<file path="src/rtl/vco_pkg.sv">
// Shared widths and fixed-point helpers for the multi-channel symplectic VCO.
// All helpers work on 64-bit signed values; callers slice results back to W.
package vco_pkg;

    function automatic int w2_width(input int u_w, input int u_shift);
        return 2 * u_w - u_shift;
    endfunction

    function automatic int acc_width(input int w, input int w2_w);
        return w + w2_w + 1;
    endfunction

    function automatic int slot_width(input int nch);
        return (nch < 2) ? 1 : $clog2(nch);
    endfunction

    // Arithmetic right shift: rounds toward minus infinity (floor).
    function automatic logic signed [63:0] asr(input logic signed [63:0] val, input int sh);
        return val >>> sh;
    endfunction

    function automatic logic signed [63:0] sat_w(input logic signed [63:0] val, input int w);
        logic signed [63:0] hi;
        logic signed [63:0] lo;
        hi = (64'sd1 <<< (w - 1)) - 64'sd1;
        lo = -(64'sd1 <<< (w - 1));
        if (val > hi) begin
            return hi;
        end
        if (val < lo) begin
            return lo;
        end
        return val;
    endfunction

endpackage

</file>
<file path="src/rtl/vco_euler_step.sv">
// One semi-implicit Euler step of a fixed-point harmonic oscillator.
// Purely combinational; the new velocity feeds the position update.
module vco_euler_step
    import vco_pkg::*;
#(
    parameter int U_W      = 10,
    parameter int W        = 12,
    parameter int U_SHIFT  = 10,
    parameter int A_SHIFT  = 11,
    parameter int DT_SHIFT = 3
) (
    input  logic [U_W-1:0]        i_u,
    input  logic signed [W-1:0]   i_x,
    input  logic signed [W-1:0]   i_v,
    output logic signed [W-1:0]   o_x,
    output logic signed [W-1:0]   o_v,
    output logic                  o_sat
);

    localparam int W2_W  = w2_width(U_W, U_SHIFT);
    localparam int ACC_W = acc_width(W, W2_W);

    logic [2*U_W-1:0]          w_uu;
    logic [W2_W-1:0]           w_w2;
    logic signed [ACC_W-1:0]   w_prod;
    logic signed [63:0]        w_acc;
    logic signed [63:0]        w_v_sum;
    logic signed [63:0]        w_v_sat;
    logic signed [63:0]        w_x_sum;
    logic signed [63:0]        w_x_sat;

    assign w_uu   = {{U_W{1'b0}}, i_u} * {{U_W{1'b0}}, i_u};
    assign w_w2   = W2_W'(w_uu >> U_SHIFT);
    // w2 is unsigned, so it gets a zero sign bit before the signed multiply.
    assign w_prod = ACC_W'($signed({1'b0, w_w2})) * ACC_W'(i_x);

    assign w_acc   = -asr(64'(w_prod), A_SHIFT);
    assign w_v_sum = 64'(i_v) + asr(w_acc, DT_SHIFT);
    assign w_v_sat = sat_w(w_v_sum, W);
    assign w_x_sum = 64'(i_x) + asr(w_v_sat, DT_SHIFT);
    assign w_x_sat = sat_w(w_x_sum, W);

    assign o_v   = w_v_sat[W-1:0];
    assign o_x   = w_x_sat[W-1:0];
    assign o_sat = (w_v_sat != w_v_sum) || (w_x_sat != w_x_sum);

endmodule

</file>
<file path="src/rtl/vco_multi_symplectic.sv">
// N-channel time-multiplexed VCO: per-channel x/v state, round-robin slot,
// restart handling, rising-crossing pulses and sticky saturation flags.
module vco_multi_symplectic
    import vco_pkg::*;
#(
    parameter int NCH      = 4,
    parameter int U_W      = 10,
    parameter int W        = 12,
    parameter int U_SHIFT  = 10,
    parameter int A_SHIFT  = 11,
    parameter int DT_SHIFT = 3,
    parameter int X_INIT   = 1024,
    localparam int SLOT_W  = slot_width(NCH)
) (
    input  logic                  clk,
    input  logic                  reset,
    input  logic                  en,
    input  logic [NCH*U_W-1:0]    ctrl_voltage,
    input  logic [NCH-1:0]        restart,
    output logic [NCH*W-1:0]      x_out,
    output logic [NCH-1:0]        clk_out,
    output logic [NCH-1:0]        rise_pulse,
    output logic [NCH-1:0]        sat_flag,
    output logic [SLOT_W-1:0]     slot
);

    localparam logic signed [W-1:0] X_RST = W'(X_INIT);

    logic signed [W-1:0]  r_x [NCH];
    logic signed [W-1:0]  r_v [NCH];
    logic [SLOT_W-1:0]    r_slot;
    logic [NCH-1:0]       r_rise;
    logic [NCH-1:0]       r_sat;

    logic [U_W-1:0]       w_u;
    logic signed [W-1:0]  w_x_cur;
    logic signed [W-1:0]  w_v_cur;
    logic signed [W-1:0]  w_x_nxt;
    logic signed [W-1:0]  w_v_nxt;
    logic                 w_sat_step;
    logic                 w_rise_step;
    logic [SLOT_W-1:0]    w_slot_nxt;

    assign w_u     = ctrl_voltage[r_slot*U_W +: U_W];
    assign w_x_cur = r_x[r_slot];
    assign w_v_cur = r_v[r_slot];

    vco_euler_step #(
        .U_W      (U_W),
        .W        (W),
        .U_SHIFT  (U_SHIFT),
        .A_SHIFT  (A_SHIFT),
        .DT_SHIFT (DT_SHIFT)
    ) u_step (
        .i_u   (w_u),
        .i_x   (w_x_cur),
        .i_v   (w_v_cur),
        .o_x   (w_x_nxt),
        .o_v   (w_v_nxt),
        .o_sat (w_sat_step)
    );

    assign w_rise_step = w_x_cur[W-1] & ~w_x_nxt[W-1];
    assign w_slot_nxt  = (r_slot == SLOT_W'(NCH - 1)) ? '0 : r_slot + SLOT_W'(1);

    always_ff @(posedge clk) begin
        if (reset) begin
            r_slot <= '0;
            r_rise <= '0;
            r_sat  <= '0;
            for (int c = 0; c < NCH; c++) begin
                r_x[c] <= X_RST;
                r_v[c] <= '0;
            end
        end else begin
            r_rise <= '0;
            if (en) begin
                r_slot         <= w_slot_nxt;
                r_x[r_slot]    <= w_x_nxt;
                r_v[r_slot]    <= w_v_nxt;
                r_rise[r_slot] <= w_rise_step;
                if (w_sat_step) begin
                    r_sat[r_slot] <= 1'b1;
                end
            end
            // Restart is applied last so it wins over a coincident step.
            for (int c = 0; c < NCH; c++) begin
                if (restart[c]) begin
                    r_x[c]    <= X_RST;
                    r_v[c]    <= '0;
                    r_sat[c]  <= 1'b0;
                    r_rise[c] <= 1'b0;
                end
            end
        end
    end

    always_comb begin
        x_out   = '0;
        clk_out = '0;
        for (int c = 0; c < NCH; c++) begin
            x_out[c*W +: W] = r_x[c];
            clk_out[c]      = ~r_x[c][W-1];
        end
    end

    assign rise_pulse = r_rise;
    assign sat_flag   = r_sat;
    assign slot       = r_slot;

endmodule

</file>
<file path="config.mk">
export PLATFORM = sky130hd
export DESIGN_NAME = vco_multi_symplectic
export DESIGN_NICKNAME = d
export VERILOG_FILES = /design/src/rtl/vco_pkg.sv /design/src/rtl/vco_euler_step.sv /design/src/rtl/vco_multi_symplectic.sv
export SDC_FILE = /design/constraint.sdc
export NUM_CORES = 1
export LEC_CHECK = 0
export ABC_CLOCK_PERIOD_IN_PS = 33500
export BUFFER_PORTS_ARGS = -buffer_cell sky130_fd_sc_hd__clkbuf_2
export CORE_UTILIZATION = 45
export DETAILED_ROUTE_END_ITERATION = 7
export GPL_ROUTABILITY_DRIVEN = 0
export GPL_TIMING_DRIVEN = 0
export HOLD_SLACK_MARGIN = 0.03
export MAX_ROUTING_LAYER = met4
export PLACE_DENSITY = 0.72
export REMOVE_ABC_BUFFERS = 1
export SETUP_SLACK_MARGIN = 0.1
export SLEW_MARGIN = 10
export SYNTH_ARGS = -nofsm -noshare
export SYNTH_HDL_FRONTEND = slang
export SYNTH_HIERARCHICAL = 1
export SYNTH_SLANG_ARGS = --single-unit
</file>
<file path="constraint.sdc">
create_clock -name clk -period 33.5 [get_ports clk]
set_input_delay 6.7 -clock clk [delete_from_list [all_inputs] [get_ports clk]]
set_output_delay 6.7 -clock clk [all_outputs]
set_load 0.02 [all_outputs]
</file>
==> results of run 1 <==
cells in the final DEF (no fill, tap or decap), drive strengths merged, types with 96 or more instances in the layout:
cell type,netlist,layout
a21oi,185,185
and2,184,184
clkbuf,66,117
edfxtp,96,96
fa,160,160
ha,219,219
inv,277,280
nand2,243,243
nor2,204,204
o21ai,139,139
routing by layer:
layer / track usage (%) / vias to the layer above
li1: - / 8640
met1: 31.8 / 9085
met2: 42.5 / 820
met3: 2.86 / 158
met4: 8.04 / 0
met5: - / -
through the flow:
| stage | std cells | instance area, sq um |
|---|---|---|
| after floorplan | 2385 | 20100 |
| after global placement | 3085 | 21400 |
| after detailed placement | 3089 | 21500 |
| after CTS | 3104 | 21800 |
| after global routing | 3104 | 21900 |
| final | 3104 | 21900 |
logic make-up (layout without fill, tap and decap cells):
kind of cell,count (synthesis),after routing,synth area share [%]
xor gates and xnor gates,144,144,6.13
adders and majority gates,379,379,28.9
buffers and inverters,378,404,7.22
AOI/OAI and AO/OA,537,537,16.3
muxes,42,42,4.07
and+or+nand+nor,898,898,22.2
DFF,108,108,15.2
tightest hold or removal path, cell delays in order, from the launching register on:
cell	delay, ns
dfxtp_1	0.34
a31oi_1	0.05
nor3_1	0.11
final timing paths:
kind,cells past startpoint,endpoint,slack (ns),start
hold reg to reg,2,sat_flag[3],0.54,sat_flag[3]
hold / removal,2,sat_flag[3],0.54,sat_flag[3]
setup reg to reg,76,r_x[0][6],7.04,slot[0]
setup / recovery,77,r_x[0][6],1.62,ctrl_voltage[31]
area by class of cell:
class | count | area, sq um | share of cell area (%)
inverters | 277 | 1040 | 4.76
clock inverters | 6 | 82.6 | 0.378
repair buffers | 112 | 627 | 2.87
clock buffers | 9 | 225 | 1.03
multi-input cells | 2000 | 16000 | 73.3
well taps | 592 | 741 | 3.39
flip-flops and latches | 108 | 3130 | 14.3
registers in the layout, summed over array words and instances, names as in the netlist, named ones only:
signal / count
r_v: 48
sat_flag: 4
r_x: 48
slot: 2
rise_pulse: 4
==> flow_summary.yaml, run 1 <==
critical_path:
  cp_slowest_cell: "o311ai_2"
  critPathLaunchType: "input pin"
  path_buf_inv: 9
  end_kind: "register"
  critPathRequiredTime_ns: 33.61
  worstSetupPathType: "in2reg"
  max_stage_delay_ns: 0.79
  crit_top_cell: "fa_1"
  cpLargestDelayFamily: "compound AO/OA/AOI/OAI gates"
  crit_arrival_ns: 31.98
  cp_max_fo: 48
route:
  top_layer: "met4"
  avgRoutedWirePerCell_um: 18.5
  ant_nets: 0
  routed_via_density: 6.03
  wirelength_mm: 57.4
  first_pass_iters: 7
  wl_met1_mm: 23.5
  drc: 0
  route.met2.wl_mm: 27.5
  routed-via-count: 18700
  wl_met3_mm: 4.25
  drtIter0Drc: 1778
yosys:
  ys_ff_latch: 108
  synth_area_leaders: "fa_1 (16%), edfxtp_1 (14%), ha_1 (13%), and2_1 (5.1%), inv_1 (5.0%)"
  synth_seq_area_share_pct: 15.2
  yosysMostFrequentCell: "inv_1"
  yosys_warnings: 6
  yosys.area.top_type: "fa_1"
  syn-cell-area_sq_um: 20600
  synth_common_cells: "inv_1 (276), nand2_1 (243), ha_1 (219)"
  synth-edff-count: 96
  async_flop_share_pct: 0
  synthCells: 2486
  synthFlopType: "edfxtp_1"
  synth.avg_cell_area_sq_um: 8.27
  synth_top_area_share_pct: 15.6
  synth_cell_types: 96
die:
  fp.dieW_um: 216
  die_h_um: 216
  core_region_area_sq_um: 44600
  initial_core_util_pct: 46.1
  pin_count: 109
  die_area_sq_um: 46500
  rows: 77
clock_tree:
  clock_path_buffers: 2
  cts_tree: "done"
  clk_pin_slew_ns: 0.08
  cts_setup_buffers: 0
  cts-root-buf: "clkbuf_16"
  clock_latency_ns: 0.35
  cts.sinks: 108
  cts-buffers-inserted: 9
  hold_buffers: 0
  h-tree-depth: 3
  ctsResizeCount: 0
sta:
  worst_hold_slack_ns: 0.537
  min_period_over_period_pct: 95.2
  worstMarginPinSlew_ns: 1.33
  min_period_ns: 31.88
  finalSetupViolations: 0
  fin_tns_setup_ns: 0
  clock_skew_ns: 0.0104
  worst_slack_ns: 1.62
  rsz0062_at_grt: "no"
  slew_violations: 0
  hold_violations: 0
  timing.slew.headroom_pct: 10.6
  clock.fmax_mhz: 31.4
placement:
  port_buffers: 108
  hpwl_mm: 46.0
  pre_cts_slack_ns: 0.420
final_layout:
  syn_to_final_growth_pct: 6.31
  fill_cells: 4178
  post-route-util_pct: 49.0
  antenna_cells: 0
  drive_gt1_share_pct: 9.16
  final_nets: 2934
global_route:
  gr-total-overflow: 0
  grt_usage_pct: 25.3
  antenna_found_initial: 0
  grt_pass1_wl_mm: 93.5
  first_global_vias: 18500
  grt_max_degree: 53
job:
  cap_violations: 0
run_status:
  status: "finished, final reports clean"
min_path:
  hold_class: "reg2reg"
Power of run 1 is left out: the tool's default activity adds up to more than one toggle a clock period on the data nets, which glitch-free logic cannot reach.
==> inputs of run 2 (changes only) <==
- CORE_UTILIZATION: 45 -> 30
- PLACE_DENSITY: 0.72 -> 0.55
==> run 2 against run 1 <==
Cell count increased by 9.2%. Worst hold slack improved by 0.0061 ns. Register-to-register slack improved by 0.04 ns. Maximum frequency increased by 0.33%. Non-clock buffer count increased by 5. Worst setup slack improved by 0.10 ns.
==> flow_summary.yaml, run 2 (synthesis gave the netlist of run 1 again) <==
sta:
  timing.slew.headroom_pct: 23.3
  finalSetupViolations: 0
  slew_violations: 0
  hold_violations: 0
  min_period_over_period_pct: 94.8
  worst_hold_slack_ns: 0.543
  clock_skew_ns: 0.0151
  rsz0062_at_grt: "no"
  clock.fmax_mhz: 31.5
  worstMarginPinSlew_ns: 1.15
  worst_slack_ns: 1.73
  min_period_ns: 31.77
final_layout:
  final_common_cell: "inv_1"
  most-common-layout-cells: "inv_1 (276), nand2_1 (242), ha_1 (218)"
  reg.largest.list: "r_v (48), r_x (48)"
  drive_gt1_share_pct: 9.41
  final_nets: 2939
  antenna_cells: 0
  postLayoutCellArea_sq_um: 22300
  syn_to_final_growth_pct: 8.66
critical_path:
  crit_top_cell: "fa_1"
  cp_slowest_cell: "o311ai_2"
  crit_arrival_ns: 31.90
  reg2reg_from: "slot[0]"
  end_kind: "register"
  r2r_slack_ns: 7.08
  critPathLaunchType: "input pin"
  timing.rr.end: "r_x[3][3]"
  cp_max_fo: 48
  critPathRequiredTime_ns: 33.63
  crit_path_end: "r_x[3][3]"
  worstSetupPathType: "in2reg"
  max_stage_delay_ns: 0.73
  ff2ff_path_depth: 77
  cp-startpoint: "ctrl_voltage[30]"
clock_tree:
  clk_pin_slew_ns: 0.08
  cts_tree: "done"
  cts-buffers-inserted: 9
  clock_path_buffers: 2
  h-tree-depth: 3
  cts.sinks: 108
  clock_latency_ns: 0.38
  cts-root-buf: "clkbuf_16"
global_route:
  antenna_found_initial: 0
  first_global_vias: 17300
  grt_max_degree: 53
  grt_usage_pct: 18.0
  grt_pass1_wl_mm: 96.8
  gr-total-overflow: 0
placement:
  port_buffers: 108
  pre_cts_slack_ns: 0.490
  dpl_cell_area_sq_um: 22000
  hpwl_mm: 49.8
route:
  drtIter0Drc: 1442
  avgRoutedWirePerCell_um: 18.1
  routed-via-count: 17900
  routed_via_density: 5.28
  first_pass_iters: 6
  drc: 0
  ant_nets: 0
  wirelength_mm: 61.4
die:
  initial_core_util_pct: 30.5
  core_region_area_sq_um: 67500
  die_area_sq_um: 69600
  rows: 95
  pin_count: 109
  fp.dieW_um: 264
  die_h_um: 264
min_path:
  hold_class: "reg2reg"
job:
  cap_violations: 0
run_status:
  status: "finished, final reports clean"
## run 2: how the worst min path moves through the flow
| stage | depth (start not counted) | startpoint | endpoint | slack [ns] |
|---|---|---|---|---|
| 6_report | 2 | sat_flag[0] | sat_flag[0] | 0.54 |
| 5_1_grt | 2 | sat_flag[2] | sat_flag[2] | 0.59 |
| 4_1_cts | 2 | sat_flag[3] | sat_flag[3] | 0.54 |
| 3_5_place_dp | 2 | sat_flag[1] | sat_flag[1] | 0.52 |
| 3_3_place_gp | 2 | sat_flag[3] | sat_flag[3] | 0.51 |
| 2_1_floorplan | 2 | sat_flag[0] | sat_flag[0] | 0.60 |
## run 2: stage by stage
stage,util [%],setup TNS (ns),instances
floorplan,-,0,2385
global placement,32.2,-94.77,3366
detailed placement,32.6,0,3375
CTS,33.0,0,3391
global route,33.1,0,3391
finish,33.1,0,3391
## run 2: routing by layer
layer | wire length [um] | share of wire (%) | up-vias | track usage [%]
li1 | - | - | 8682 | -
met4 | 1230 | 2.0 | 0 | 4.29
met5 | 0 | 0 | - | -
met3 | 2910 | 4.7 | 69 | 1.90
met1 | 28700 | 47 | 8702 | 24.1
met2 | 28600 | 47 | 455 | 29.0
## run 2: critical path: cells and delay by family
family,cells,cell delay [ns]
buf+inv,8,0.68
mux,1,0.60
fa+ha+maj,16,7.49
compound gates,32,9.78
simple gates,17,5.20
xor+xnor,4,1.36
## run 2: what timing repair did
action / 4_1_cts / 5_1_grt
setup buffers: 0 / 0
setup endpoints to repair: 0 / 51
hold buffers: 0 / 0
gates resized for setup: 0 / 3
## run 2: cell type report
cell class | instances | area (sq um)
fill | 7170 | 45200
multi-input combinational | 2000 | 16000
sequential | 108 | 3130
tap | 873 | 1090
inverter | 277 | 1040
timing repair buffer | 117 | 764
clock buffer | 9 | 225
clock inverter | 7 | 67.6
Power of run 2 is left out for the same reason.
==> inputs of run 3 (changes only) <==
- PLACE_DENSITY: 0.55 -> 0.48
==> run 3 against run 2 <==
Clock skew shrank 0.0078 ns. Clock-buffer cell count is the same. Sequential cell count is the same. First-iteration DRC count shrank 7.1%. Critical path type unchanged.
==> flow_summary.yaml, run 3 (synthesis gave the netlist of run 1 again) <==
run_status:
  status: "finished, final reports clean"
critical_path:
  critPathLaunchType: "input pin"
  worstSetupPathType: "in2reg"
  end_kind: "register"
  max_stage_delay_ns: 0.72
  critPathRequiredTime_ns: 33.61
  cp_slowest_cell: "o31a_1"
  reg2reg_from: "slot[0]"
  crit_arrival_ns: 31.44
  r2r_slack_ns: 7.54
  cp_max_fo: 48
  crit_top_cell: "fa_1"
  cp-startpoint: "ctrl_voltage[31]"
final_layout:
  most-common-layout-cells: "inv_1 (276), nand2_1 (242), ha_1 (218)"
  reg.largest.list: "r_v (48), r_x (48)"
  antenna_cells: 0
  final_common_cell: "inv_1"
  post-route-util_pct: 33.0
  finalNonFillerCells: 3387
  syn_to_final_growth_pct: 8.24
  final_nets: 2935
  fill_cells: 7219
  drive_gt1_share_pct: 9.35
global_route:
  antenna_found_initial: 1
  grt_usage_pct: 18.6
  grt_max_degree: 53
  grt_pass1_wl_mm: 101
  first_global_vias: 18200
  gr-total-overflow: 0
job:
  cap_violations: 0
clock_tree:
  cts-buffers-inserted: 9
  h-tree-depth: 3
  clk_pin_slew_ns: 0.08
  cts-root-buf: "clkbuf_16"
  cts_tree: "done"
  clock_latency_ns: 0.36
  cts_setup_buffers: 0
  clock_path_buffers: 2
  cts.sinks: 108
sta:
  clock.fmax_mhz: 31.9
  worstMarginPinSlew_ns: 1.26
  clock_skew_ns: 0.00732
  finalSetupViolations: 0
  min_period_over_period_pct: 93.5
  timing.slew.headroom_pct: 15.2
  hold_violations: 0
  slew_violations: 0
  fin_tns_setup_ns: 0
  min_period_ns: 31.33
  rsz0062_at_grt: "no"
die:
  rows: 95
  fp.dieW_um: 264
  die_area_sq_um: 69600
  pin_count: 109
  core_region_area_sq_um: 67500
  initial_core_util_pct: 30.5
  die_h_um: 264
placement:
  dp.cells: 3371
  hpwl_mm: 51.5
  port_buffers: 108
route:
  avgRoutedWirePerCell_um: 18.6
  wl_met1_mm: 29.0
  ant_nets: 0
  wirelength_mm: 63.0
  wl_met3_mm: 2.36
  drc: 0
  first_pass_iters: 6
  top_layer: "met4"
  route.met2.wl_mm: 30.4
  routed-via-count: 18100
  routed_via_density: 5.35
  drtIter0Drc: 1340
min_path:
  hold_class: "reg2reg"
  min_from: "sat_flag[1]"
-- run 3: layout make-up --
cell class | instances | area (sq um) | area share, %
Clock buffer | 9 | 225 | 1.01
Clock inverter | 7 | 103 | 0.461
Inverter | 277 | 1040 | 4.67
Multi-Input combinational cell | 2000 | 16000 | 72.0
Sequential cell | 108 | 3130 | 14.0
Tap cell | 873 | 1090 | 4.91
Timing Repair Buffer | 113 | 634 | 2.85
-- run 3: per-stage QoR --
step	setup WS [ns]	area, sq um	hold slack, ns
after floorplan	4.88	20100	0.597
after global placement	-2.40	21700	0.527
after detailed placement	0.701	21900	0.525
after CTS	1.01	22200	0.540
after global routing	0.408	22300	0.562
final	2.17	22300	0.539
-- run 3: final timing paths --
kind                  to  cells past startpoint
max           r_x[3][10]                     77
min reg2reg  sat_flag[1]                      2
min          sat_flag[1]                      2
max reg2reg   r_x[3][10]                     76
-- run 3: timing repair --
action | 4_1_cts | 5_1_grt
endpoints found under the setup margin | 0 | 51
resized for setup | 0 | 4
hold buffers | 0 | 0
-- run 3: critical path, delay by kind of cell --
| kind | cells | cell delay, ns |
|---|---|---|
| xor+xnor | 3 | 0.61 |
| compound gates | 24 | 7.66 |
| fa+ha+maj | 16 | 7.45 |
| simple gates | 23 | 7.57 |
| buf+inv | 10 | 0.72 |
| mux | 1 | 0.62 |
-- run 3: metal layers --
| metal | up-vias | GRT usage (%) |
|---|---|---|
| li1 | 8645 | - |
| met1 | 8944 | 24.4 |
| met2 | 447 | 31.4 |
| met3 | 82 | 1.09 |
| met4 | 0 | 4.18 |
| met5 | - | - |
Power of run 3 is left out for the same reason.
